--- src/rtl/eq_reg_bank_pkg.sv ---
// Shared definitions for the equaliser gain register bank: register bit
// positions, the CONFIG address and the commit state encoding.
package eq_reg_bank_pkg;

  // Commit sequencer states
  typedef enum logic [0:0] {
    ST_IDLE   = 1'b0,
    ST_COMMIT = 1'b1
  } eq_state_e;

  // CONFIG register location and bit positions
  localparam int CONFIG_ADDR    = 0;
  localparam int CFG_COMMIT_BIT = 0;
  localparam int CFG_AUTO_BIT   = 1;
  localparam int CFG_LOCK_BIT   = 7;

  // STATUS register bit positions
  localparam int STS_ERR_BIT    = 0;
  localparam int STS_BUSY_BIT   = 1;
  localparam int STS_LOCK_BIT   = 2;

  // Width of a band index (up to 16 bands)
  localparam int BAND_IDX_W     = 4;

endpackage

--- src/rtl/eq_reg_bank_if.sv ---
// Byte-wide register access bus for the equaliser gain bank.
interface eq_reg_bank_if #(
  parameter int ADDR_WIDTH = 6
) ();

  logic                  we;
  logic                  re;
  logic [ADDR_WIDTH-1:0] addr;
  logic [7:0]            data_in;
  logic [7:0]            rd_data;
  logic                  rd_valid;
  logic                  err;

  modport master (
    output we, re, addr, data_in,
    input  rd_data, rd_valid, err
  );

  modport slave (
    input  we, re, addr, data_in,
    output rd_data, rd_valid, err
  );

endinterface

--- src/rtl/eq_gain_slot.sv ---
// One equaliser band: byte-writable shadow gain plus the active gain that
// is loaded from the shadow when copy_en is high.
module eq_gain_slot #(
  parameter int GAIN_WIDTH = 24,
  parameter int ADDR_WIDTH = 6,
  parameter int BASE       = 1
) (
  input  logic                  clk,
  input  logic                  rst,
  input  logic                  wr_en,
  input  logic [ADDR_WIDTH-1:0] addr,
  input  logic [7:0]            data_in,
  input  logic                  copy_en,
  output logic [GAIN_WIDTH-1:0] shadow,
  output logic [GAIN_WIDTH-1:0] active,
  output logic                  msb_hit
);

  localparam int BPG = GAIN_WIDTH / 8;

  logic [BPG-1:0]        byte_sel_s;
  logic [GAIN_WIDTH-1:0] shadow_r;
  logic [GAIN_WIDTH-1:0] active_r;

  // Decode which byte of this band (if any) the current write targets
  always_comb begin
    byte_sel_s = '0;
    for (int j = 0; j < BPG; j++) begin
      byte_sel_s[j] = wr_en && (addr == ADDR_WIDTH'(BASE + j));
    end
  end

  // Shadow gain: updated byte by byte from the bus
  always_ff @(posedge clk or negedge rst) begin
    if (!rst) begin
      shadow_r <= '0;
    end else begin
      for (int j = 0; j < BPG; j++) begin
        if (byte_sel_s[j]) begin
          shadow_r[8*j +: 8] <= data_in;
        end
      end
    end
  end

  // Active gain: takes the shadow value as it stood before this edge
  always_ff @(posedge clk or negedge rst) begin
    if (!rst) begin
      active_r <= '0;
    end else if (copy_en) begin
      active_r <= shadow_r;
    end
  end

  assign shadow  = shadow_r;
  assign active  = active_r;
  assign msb_hit = byte_sel_s[BPG-1];

endmodule

--- src/rtl/eq_reg_bank.sv ---
// Equaliser gain register bank: byte-addressed CONFIG/STATUS/shadow gains,
// with explicit or per-band automatic commit of shadow gains to the active set.
module eq_reg_bank
  import eq_reg_bank_pkg::*;
#(
  parameter int NUM_BANDS  = 10,
  parameter int GAIN_WIDTH = 24,
  parameter int ADDR_WIDTH = 6
) (
  input  logic                            clk,
  input  logic                            rst,
  eq_reg_bank_if.slave                    bus,
  output logic [7:0]                      configuration,
  output logic [NUM_BANDS*GAIN_WIDTH-1:0] gains,
  output logic                            gains_update
);

  localparam int BPG       = GAIN_WIDTH / 8;
  localparam int NUM_BYTES = NUM_BANDS * BPG;
  localparam logic [ADDR_WIDTH-1:0] CFG_ADDR  = ADDR_WIDTH'(CONFIG_ADDR);
  localparam logic [ADDR_WIDTH-1:0] STS_ADDR  = ADDR_WIDTH'(NUM_BYTES + 1);
  localparam logic [ADDR_WIDTH-1:0] GAIN_LO   = ADDR_WIDTH'(1);
  localparam logic [ADDR_WIDTH-1:0] GAIN_HI   = ADDR_WIDTH'(NUM_BYTES);

  eq_state_e state_r, state_next_s;

  logic [7:0]            config_r;
  logic                  err_sticky_r;
  logic                  err_r;
  logic [7:0]            rd_data_r;
  logic                  rd_valid_r;
  logic                  gains_update_r;
  logic                  pend_full_r;
  logic [BAND_IDX_W-1:0] pend_band_r;

  logic is_cfg_s, is_sts_s, is_gain_s, mapped_s;
  logic gain_wr_s, cfg_wr_s, ill_wr_s, unmapped_rd_s;
  logic req_full_s, req_auto_s;
  logic [BAND_IDX_W-1:0] band_hit_s;
  logic [NUM_BANDS-1:0]  msb_hit_s;
  logic [NUM_BANDS-1:0]  copy_en_s;
  logic [7:0]            status_s;
  logic [7:0]            rd_val_s;
  logic [GAIN_WIDTH-1:0] shadow_s [NUM_BANDS];
  logic [GAIN_WIDTH-1:0] active_s [NUM_BANDS];

  // Address decode, access legality and commit request detection
  always_comb begin
    is_cfg_s      = (bus.addr == CFG_ADDR);
    is_sts_s      = (bus.addr == STS_ADDR);
    is_gain_s     = (bus.addr >= GAIN_LO) && (bus.addr <= GAIN_HI);
    mapped_s      = is_cfg_s || is_sts_s || is_gain_s;
    gain_wr_s     = bus.we && is_gain_s && !config_r[CFG_LOCK_BIT];
    cfg_wr_s      = bus.we && is_cfg_s;
    ill_wr_s      = bus.we && ((is_gain_s && config_r[CFG_LOCK_BIT]) || is_sts_s || !mapped_s);
    unmapped_rd_s = bus.re && !mapped_s;
    req_full_s    = cfg_wr_s && bus.data_in[CFG_COMMIT_BIT];
    req_auto_s    = config_r[CFG_AUTO_BIT] && (|msb_hit_s) && !req_full_s;
  end

  // Band whose MSB byte is being written (at most one per cycle)
  always_comb begin
    band_hit_s = '0;
    for (int k = 0; k < NUM_BANDS; k++) begin
      if (msb_hit_s[k]) begin
        band_hit_s = BAND_IDX_W'(k);
      end else begin
        band_hit_s = band_hit_s;
      end
    end
  end

  // STATUS view; an illegal write in the same cycle is already reflected
  always_comb begin
    status_s               = 8'h00;
    status_s[STS_ERR_BIT]  = err_sticky_r || ill_wr_s;
    status_s[STS_BUSY_BIT] = (state_r == ST_COMMIT);
    status_s[STS_LOCK_BIT] = config_r[CFG_LOCK_BIT];
  end

  // Read data mux; a simultaneous legal write is returned in place of the old value
  always_comb begin
    rd_val_s = 8'h00;
    if (is_cfg_s) begin
      rd_val_s = cfg_wr_s ? {bus.data_in[7:1], 1'b0} : config_r;
    end else if (is_sts_s) begin
      rd_val_s = status_s;
    end else if (gain_wr_s) begin
      rd_val_s = bus.data_in;
    end else if (is_gain_s) begin
      for (int k = 0; k < NUM_BANDS; k++) begin
        for (int j = 0; j < BPG; j++) begin
          if (bus.addr == ADDR_WIDTH'(1 + k*BPG + j)) begin
            rd_val_s = shadow_s[k][8*j +: 8];
          end else begin
            rd_val_s = rd_val_s;
          end
        end
      end
    end else begin
      rd_val_s = 8'h00;
    end
  end

  // CONFIG storage, error reporting and read response registers
  always_ff @(posedge clk or negedge rst) begin
    if (!rst) begin
      config_r     <= 8'h00;
      err_sticky_r <= 1'b0;
      err_r        <= 1'b0;
      rd_data_r    <= 8'h00;
      rd_valid_r   <= 1'b0;
    end else begin
      if (cfg_wr_s) begin
        config_r <= {bus.data_in[7:1], 1'b0};
      end
      if (ill_wr_s) begin
        err_sticky_r <= 1'b1;
      end else if (bus.re && is_sts_s) begin
        err_sticky_r <= 1'b0;
      end
      err_r      <= ill_wr_s || unmapped_rd_s;
      rd_valid_r <= bus.re;
      if (bus.re) begin
        rd_data_r <= rd_val_s;
      end
    end
  end

  // Commit sequencer state register
  always_ff @(posedge clk or negedge rst) begin
    if (!rst) begin
      state_r <= ST_IDLE;
    end else begin
      state_r <= state_next_s;
    end
  end

  // Commit sequencer next state: any request (including one seen while
  // committing) leads to a COMMIT cycle next
  always_comb begin
    state_next_s = ST_IDLE;
    case (state_r)
      ST_IDLE:   state_next_s = (req_full_s || req_auto_s) ? ST_COMMIT : ST_IDLE;
      ST_COMMIT: state_next_s = (req_full_s || req_auto_s) ? ST_COMMIT : ST_IDLE;
      default:   state_next_s = ST_IDLE;
    endcase
  end

  // Latch what the upcoming COMMIT cycle copies; a full commit wins
  always_ff @(posedge clk or negedge rst) begin
    if (!rst) begin
      pend_full_r <= 1'b0;
      pend_band_r <= '0;
    end else if (req_full_s) begin
      pend_full_r <= 1'b1;
      pend_band_r <= '0;
    end else if (req_auto_s) begin
      pend_full_r <= 1'b0;
      pend_band_r <= band_hit_s;
    end
  end

  // Update pulse coincides with the active gains changing
  always_ff @(posedge clk or negedge rst) begin
    if (!rst) begin
      gains_update_r <= 1'b0;
    end else begin
      gains_update_r <= (state_r == ST_COMMIT);
    end
  end

  for (genvar k = 0; k < NUM_BANDS; k++) begin : g_band
    assign copy_en_s[k] = (state_r == ST_COMMIT) &&
                          (pend_full_r || (pend_band_r == BAND_IDX_W'(k)));

    eq_gain_slot #(
      .GAIN_WIDTH (GAIN_WIDTH),
      .ADDR_WIDTH (ADDR_WIDTH),
      .BASE       (1 + k*BPG)
    ) u_slot (
      .clk     (clk),
      .rst     (rst),
      .wr_en   (gain_wr_s),
      .addr    (bus.addr),
      .data_in (bus.data_in),
      .copy_en (copy_en_s[k]),
      .shadow  (shadow_s[k]),
      .active  (active_s[k]),
      .msb_hit (msb_hit_s[k])
    );

    assign gains[k*GAIN_WIDTH +: GAIN_WIDTH] = active_s[k];
  end

  assign configuration = config_r;
  assign gains_update  = gains_update_r;
  assign bus.rd_data   = rd_data_r;
  assign bus.rd_valid  = rd_valid_r;
  assign bus.err       = err_r;

endmodule

--- src/flat_wrapper.sv ---
// flat-port wrapper written by rule: the top's interface ports become plain ports
module eq_reg_bank_flat import eq_reg_bank_pkg::*;
#(
  parameter int NUM_BANDS  = 10,
  parameter int GAIN_WIDTH = 24,
  parameter int ADDR_WIDTH = 6
)
  (clk, rst, configuration, gains, gains_update, bus_we, bus_re, bus_addr, bus_data_in, bus_rd_data, bus_rd_valid, bus_err);
  eq_reg_bank_if #(.ADDR_WIDTH(ADDR_WIDTH)) bus_i ();
  input  logic clk;
  input  logic rst;
  output logic [7:0] configuration;
  output logic [NUM_BANDS*GAIN_WIDTH-1:0] gains;
  output logic gains_update;
  input wire logic [$bits(bus_i.we)-1:0] bus_we;
  input wire logic [$bits(bus_i.re)-1:0] bus_re;
  input wire logic [$bits(bus_i.addr)-1:0] bus_addr;
  input wire logic [$bits(bus_i.data_in)-1:0] bus_data_in;
  output wire logic [$bits(bus_i.rd_data)-1:0] bus_rd_data;
  output wire logic [$bits(bus_i.rd_valid)-1:0] bus_rd_valid;
  output wire logic [$bits(bus_i.err)-1:0] bus_err;
  assign bus_i.we = bus_we;
  assign bus_i.re = bus_re;
  assign bus_i.addr = bus_addr;
  assign bus_i.data_in = bus_data_in;
  assign bus_rd_data = bus_i.rd_data;
  assign bus_rd_valid = bus_i.rd_valid;
  assign bus_err = bus_i.err;
  eq_reg_bank #(.NUM_BANDS(NUM_BANDS), .GAIN_WIDTH(GAIN_WIDTH), .ADDR_WIDTH(ADDR_WIDTH)) u_core (.clk(clk), .rst(rst), .bus(bus_i), .configuration(configuration), .gains(gains), .gains_update(gains_update));
endmodule
--- config.mk ---
export PLATFORM = sky130hd
export DESIGN_NAME = eq_reg_bank_flat
export DESIGN_NICKNAME = d
export VERILOG_FILES = /design/src/rtl/eq_reg_bank_pkg.sv /design/src/rtl/eq_reg_bank_if.sv /design/src/rtl/eq_gain_slot.sv /design/src/rtl/eq_reg_bank.sv /design/src/flat_wrapper.sv
export SDC_FILE = /design/constraint.sdc
export NUM_CORES = 1
export LEC_CHECK = 0
export BUFFER_PORTS_ARGS = -buffer_cell sky130_fd_sc_hd__buf_4
export CAP_MARGIN = 30
export CORE_ASPECT_RATIO = 1.2
export CORE_MARGIN = 3
export CORE_UTILIZATION = 40
export DETAILED_ROUTE_END_ITERATION = 8
export GPL_TIMING_DRIVEN = 0
export HOLD_SLACK_MARGIN = 0.05
export PLACE_DENSITY_LB_ADDON = 0.15
export SKIP_CTS_REPAIR_TIMING = 1
export SLEW_MARGIN = 20
export SYNTH_ARGS = -nofsm -noshare
export SYNTH_HDL_FRONTEND = slang
export SYNTH_SLANG_ARGS = --single-unit
--- constraint.sdc ---
create_clock -name clk -period 3.3 [get_ports clk]
set_input_delay 0.33 -clock clk [delete_from_list [all_inputs] [get_ports clk]]
set_output_delay 0.33 -clock clk [all_outputs]
set_load 0.03 [all_outputs]
Word-level counts from Yosys, hierarchy flattened. Index checks and enable logic that the tools add are counted.

Logic and storage cells: 218. Input port bits: 18. Output and inout bits: 259. Flip-flop bits (word level): 506.

Reductions and logical operators: 76. Equality and inequality tests: 40. Magnitude comparators: 2. Mux-type cells: 51.

Operators by type and width (count): $mux 8 (35); $eq 6x5->1 const B (16); $logic_and 1x1->1 (51); $eq 6x4->1 const B (8); $mux 4 (10); $eq 6x3->1 const B (4); $logic_or 1x1->1 (17); $eq 4x3->1 const B (4); $eq 6x2->1 const B (2); $reduce_or 10->1 (1); $eq 4x2->1 const B (2); $eq 4x4->1 const B (2); $eq 6x1->1 const B (1); $ge 6x1->1 const B (1); $le 6x5->1 const B (1); $logic_not 6->1 (1); $mux 1 (6); $eq 4x1->1 const B (1); $logic_not 4->1 (1); $reduce_bool 2->1 (2); $logic_not 1->1 (3).

Depth between registers and ports, before layout.
Word-level depth: 35. Gate-level depth with buffers: 10.

By module. Synthesis repeated with hierarchy kept, for this count alone.

Cells, all modules: 1695. Area total of the unflattened synthesis: 23356.2 µm².

By module, submodules not included: eq_reg_bank (cells an instance 631, times used 1, area each 4772.1 µm², sequential area each 650.6 µm²); eq_gain_slot (u_core.g_band[8].u_slot) (cells an instance 107, times used 1, area each 1881.8 µm², sequential area each 1201.2 µm²); eq_gain_slot (u_core.g_band[9].u_slot) (cells an instance 106, times used 1, area each 1880.6 µm², sequential area each 1201.2 µm²); eq_gain_slot (u_core.g_band[5].u_slot) (cells an instance 107, times used 1, area each 1873.0 µm², sequential area each 1201.2 µm²); eq_gain_slot (u_core.g_band[7].u_slot) (cells an instance 107, times used 1, area each 1870.5 µm², sequential area each 1201.2 µm²); eq_gain_slot (u_core.g_band[3].u_slot) (cells an instance 106, times used 1, area each 1869.3 µm², sequential area each 1201.2 µm²); eq_gain_slot (u_core.g_band[6].u_slot) (cells an instance 106, times used 1, area each 1864.3 µm², sequential area each 1201.2 µm²); eq_gain_slot (u_core.g_band[4].u_slot) (cells an instance 106, times used 1, area each 1850.5 µm², sequential area each 1201.2 µm²); eq_gain_slot (u_core.g_band[2].u_slot) (cells an instance 107, times used 1, area each 1838.0 µm², sequential area each 1201.2 µm²); eq_gain_slot (u_core.g_band[1].u_slot) (cells an instance 107, times used 1, area each 1831.8 µm², sequential area each 1201.2 µm²); eq_gain_slot (u_core.g_band[0].u_slot) (cells an instance 105, times used 1, area each 1824.2 µm², sequential area each 1201.2 µm²).

Worst setup path before layout. OpenSTA, ideal clock, no wires.

Kind: input port to flip-flop. Start point: in bus_addr[4]. End point: reg u_core.rd_data_r[2] (netlist: u_core.bus.rd_data[2]). Stages: 7. Arrival time: 1963 ps. Library setup time: 140 ps. Setup slack: 1197 ps. Path buffers: 2. Cell sequence: buf_2 -> or4b_1 -> clkbuf_1 -> o311ai_1 -> o221ai_1 -> a2111oi_0 -> o32ai_1.

Longest elaborated chain between the ends: 35.

Ends and longest elaborated chain: from (decl) (RTL line flat_wrapper.sv:17) `input wire logic [$bits(bus_i.addr)-1:0] bus_addr;`; $eq 6x1->1 (RTL line eq_reg_bank.sv:93) `if (bus.addr == ADDR_WIDTH'(1 + k*BPG + j)) begin`; $mux 8 (30 in a row) (RTL line eq_reg_bank.sv:93); $mux 8 (RTL line eq_reg_bank.sv:90) `end else if (is_gain_s) begin`; $mux 8 (RTL line eq_reg_bank.sv:88) `end else if (gain_wr_s) begin`; $mux 8 (RTL line eq_reg_bank.sv:86) `end else if (is_sts_s) begin`; $mux 8 (*) (RTL line eq_reg_bank.sv:84) `if (is_cfg_s) begin`; to (signal assigned) (RTL line eq_reg_bank.sv:125) `rd_data_r <= rd_val_s;`; to (decl) (RTL line eq_reg_bank.sv:30) `logic [7:0] rd_data_r;`.

Mark *: on every way between the ends. The rest lies on a longest branch, timed or not. A chain may end at the register's enable or synchronous reset.

Final worst setup path.
Start point: reg u_core.config_r[7] (netlist: u_core.configuration[7]). End point: reg u_core.g_band[1].u_slot.shadow_r[4].

Longest elaborated chain between the ends: 3.

Ends and longest elaborated chain: from (decl) (RTL line eq_reg_bank.sv:27) `logic [7:0] config_r;`; from (signal assigned) (RTL line eq_reg_bank.sv:115) `config_r <= {bus.data_in[7:1], 1'b0};`; $logic_not 1->1 (RTL line eq_reg_bank.sv:53) `gain_wr_s = bus.we && is_gain_s && !config_r[CFG_LOCK_BIT];`; $logic_and 1x1->1 (RTL line eq_reg_bank.sv:53); $logic_and 1x1->1 (RTL line eq_gain_slot.sv:29) `byte_sel_s[j] = wr_en && (addr == ADDR_WIDTH'(BASE + j));`; to (signal, indexed assignment) (RTL line eq_gain_slot.sv:40) `shadow_r[8*j +: 8] <= data_in;`; to (decl) (RTL line eq_gain_slot.sv:22) `logic [GAIN_WIDTH-1:0] shadow_r;`.

No other way between the ends.

==> results.md <==
| Parameter | Reported |
|---|---|
| Outcome | complete, no violations |
| Number of nets in the finished design | 2040 |
| Total iterations of the first detailed-routing run | 5 |
| Static leakage | 13.6 nW |
| Number of global-route vias before repair | 16659 |
| CP startpoint kind | flip-flop |
| Worst hold-check slack | 0.0871 ns |
| Core Region | 0.0541 mm^2 |
| Fraction of layout instances using a drive strength above 1 | 0.443 |
| Commonest cells post-synth | 506 x dfrtp_1, 464 x mux2_2, 122 x nand2_1 |
| Clock tree from TritonCTS | built |
| Overall die area | 0.0579 mm^2 |
| Die Height | 263 um |
| Synthesized area per cell | 13.1 um^2 |
| Setup repair after global routing missed its margin | false |
| Max_slew headroom | 0.297 |
| Share of synthesized flip-flops with an asynchronous set or reset | 1.00 |
| Overall power after layout | 14.5 mW |
| Final weighted congestion in routability-driven placement | 0.942 |
| Max frequency | 306 MHz |
| Post-route clock period utilization | 0.991 |
| Clk pin slew, worst setup/hold paths | 0.07 ns |
| Synth unique cells | 74 |
| Post-synth EDFFs | 0 |
| Transition time at the pin with the least slew margin | 1.05 ns |
| Data arrival time of the worst path | 3.74 ns |
| Syn Nets | 1695 |
| Maximum fanout along the worst path | 10 |
| Most used flip-flop cell after synthesis | dfrtp_1 |
| Area share of the leading cell type in the synthesized netlist | 0.575 |
| MaxCap Viol Count | 0 |
| Number of endpoints failing setup at the final stage | 0 |
| Path category of the worst min-delay check | in2reg |
| Routed wire length | 86400 um |
| Syn. warnings | 0 |
| Skew final | 0.0327 ns |
| I/O Buffers | 275 |
| Horizontal die dimension | 220 um |
| Post-Synthesis Cell Area | 0.0220 mm^2 |
| Maximum clock insertion buffer count | 3 |
| Gate count after technology mapping | 1677 |
| Pin count of the biggest net entering global routing | 100 |
| Worst IR drop on VDD | 0.365 mV |
| Clock sink count | 506 |
| Remaining antenna violation count after routing | 0 |
| CTS Root Buffer Type | clkbuf_16 |
| Min cycle time layout | 3.27 ns |
| Register bit total from synthesis | 506 |
| FP Rows | 93 |
| P per Cell Area | 535 mW/mm^2 |
| Maximum level of the CTS H-tree | 2 |
| Antenna violations before repair | 3 |
| Sequential element share of the synthesized area | 0.575 |
| Wire length of the first global-routing pass | 123000 um |
| Initial DRC count | 1205 |
| Required time worst endpoint | 3.77 ns |
| Fin. max-slew vios | 0 |
| Mean number of vias per cell | 5.79 |
| Crit. End Element | flip-flop |
| Final routed wire length divided by cell count | 31.1 um |
| Total Neg Setup Slack | 0 ns |
| Hold Violations, Final | 0 |
| Top post-synthesis cells by area | dfrtp_1 57%, mux2_2 24%, nand2_1 2.1% |
| Filler cell count in the final layout | 4836 |
| Final non-filler cell area | 0.0271 mm^2 |
| Clock latency on the worst-skew pair | 0.61 ns |
| Leading cell type by number of instances after synthesis | dfrtp_1 |
| Number of vias after detailed routing | 16061 |
| Initial Utilization | 0.407 |
| Remaining global-route overflow | 0 |
| Number of top-level pins | 277 |
| Synth-to-layout area growth | 23.0% |
| Number of buffers created by CTS | 51 |
| Remaining design rule violation count | 0 |
| GRT Total Usage | 0.296 |
| Placement-stage cell area | 0.0252 mm^2 |
| Synth area leader | dfrtp_1 |
| Detailed Place HPWL | 64500 um |
| Category of the most critical setup path | reg2reg |
==> critical path, cell delays in order (launching register included) <==
cell and delay [ns]:
dfrtp_1 0.46, nor2_1 0.19, and2_1 0.14, buf_2 0.21, o21ai_2 0.26, nor2_1 0.88
nand2_1 0.55, mux2_2 0.42
==> metrics by stage <==
stage                util  worst slack [ns]  instances
floorplan               -              1.20       1677
global placement    0.462             -3.53       2664
detailed placement  0.466             -1.06       2678
CTS                 0.499            -0.425       2771
global route        0.501            0.0245       2774
finish              0.501            0.0303       2775
==> cell usage in the layout (no fill, tap or decap), types with 7 or more instances in the layout <==
| cell | netlist | routed |
|---|---|---|
| a21oi_1 | 39 | 38 |
| buf_4 | 5 | 281 |
| a22oi_1 | 13 | 13 |
| inv_1 | 10 | 9 |
| dfrtp_1 | 506 | 506 |
| nand3_1 | 23 | 23 |
| nand2b_1 | 10 | 10 |
| o21ai_0 | 61 | 61 |
| o21ai_1 | 10 | 9 |
| a221oi_1 | 10 | 10 |
| nor3_1 | 22 | 22 |
| clkbuf_16 | 0 | 53 |
| mux2i_1 | 28 | 28 |
| nor2_1 | 52 | 52 |
| o2bb2ai_1 | 7 | 7 |
| nand2_1 | 122 | 122 |
| mux2_2 | 464 | 464 |
| a211oi_1 | 18 | 17 |
| buf_2 | 41 | 43 |
| o221ai_1 | 9 | 9 |
| nor2b_1 | 15 | 15 |
| clkbuf_1 | 67 | 72 |
| clkbuf_8 | 0 | 13 |
| o22ai_1 | 19 | 19 |
==> layout make-up <==
cell class,count,area (um^2),share of cell area
Antenna cell,1,2.50,0.0000924
Tap cell,712,891,0.0329
Sequential cell,506,12700,0.467
Clock buffer,74,1540,0.0567
Buffer,113,503,0.0186
Timing Repair Buffer,293,2340,0.0864
Inverter,10,41.3,0.00152
Multi-Input combinational cell,1047,8850,0.327
Clock inverter,19,269,0.00993
==> where the power goes <==
part | switching (mW) | internal [mW]
registers | 0.362 | 6.52
logic | 0.880 | 0.500
clock network | 2.54 | 3.70
total | 3.78 | 10.7
==> per-layer routing <==
metal  global-route usage  share of wire  vias to the layer above
met5                    0        0.00023                        -
met4                0.123          0.049                        4
met1                0.382           0.41                     8377
li1                     -              -                     6837
met2                0.491           0.48                      651
met3               0.0511          0.056                      192
==> sequential cells by signal (all words and copies together) (netlist names) <==
name	count
u_core.bus.err	1
u_core.bus.rd_data	8
u_core.bus.rd_valid	1
u_core.configuration	8
u_core.err_sticky_r	1
u_core.g_band.u_slot.active	240
u_core.g_band.u_slot.shadow	240
u_core.gains_update	1
u_core.pend_band_r	4
u_core.pend_full_r	1
u_core.state_r	1
==> path summary, 6_finish.rpt <==
| kind | start | endpoint | slack, ns | cells after the start |
|---|---|---|---|---|
| min in group asynchronous | rst | u_core.g_band[6].u_slot.active[5] | 0.29 | 2 |
| hold / removal | bus_data_in[7] | u_core.g_band[5].u_slot.shadow[23] | 0.09 | 2 |
| max in group asynchronous | rst | u_core.g_band[0].u_slot.active[18] | 1.58 | 4 |
| hold reg to reg | u_core.g_band[6].u_slot.active[18] | u_core.g_band[6].u_slot.active[18] | 0.50 | 2 |
| setup / recovery | u_core.configuration[7] | u_core.g_band[1].u_slot.shadow[4] | 0.03 | 7 |
| setup reg to reg | u_core.configuration[7] | u_core.g_band[1].u_slot.shadow[4] | 0.03 | 7 |
==> logic make-up after synthesis <==
family          Yosys count  synth area share
mux                     496             0.254
simple gates            294            0.0667
xor+xnor                  1          0.000398
buf+inv                 124            0.0244
flops                   506             0.575
compound gates          256            0.0796
Power figures use the tool's default switching activity.
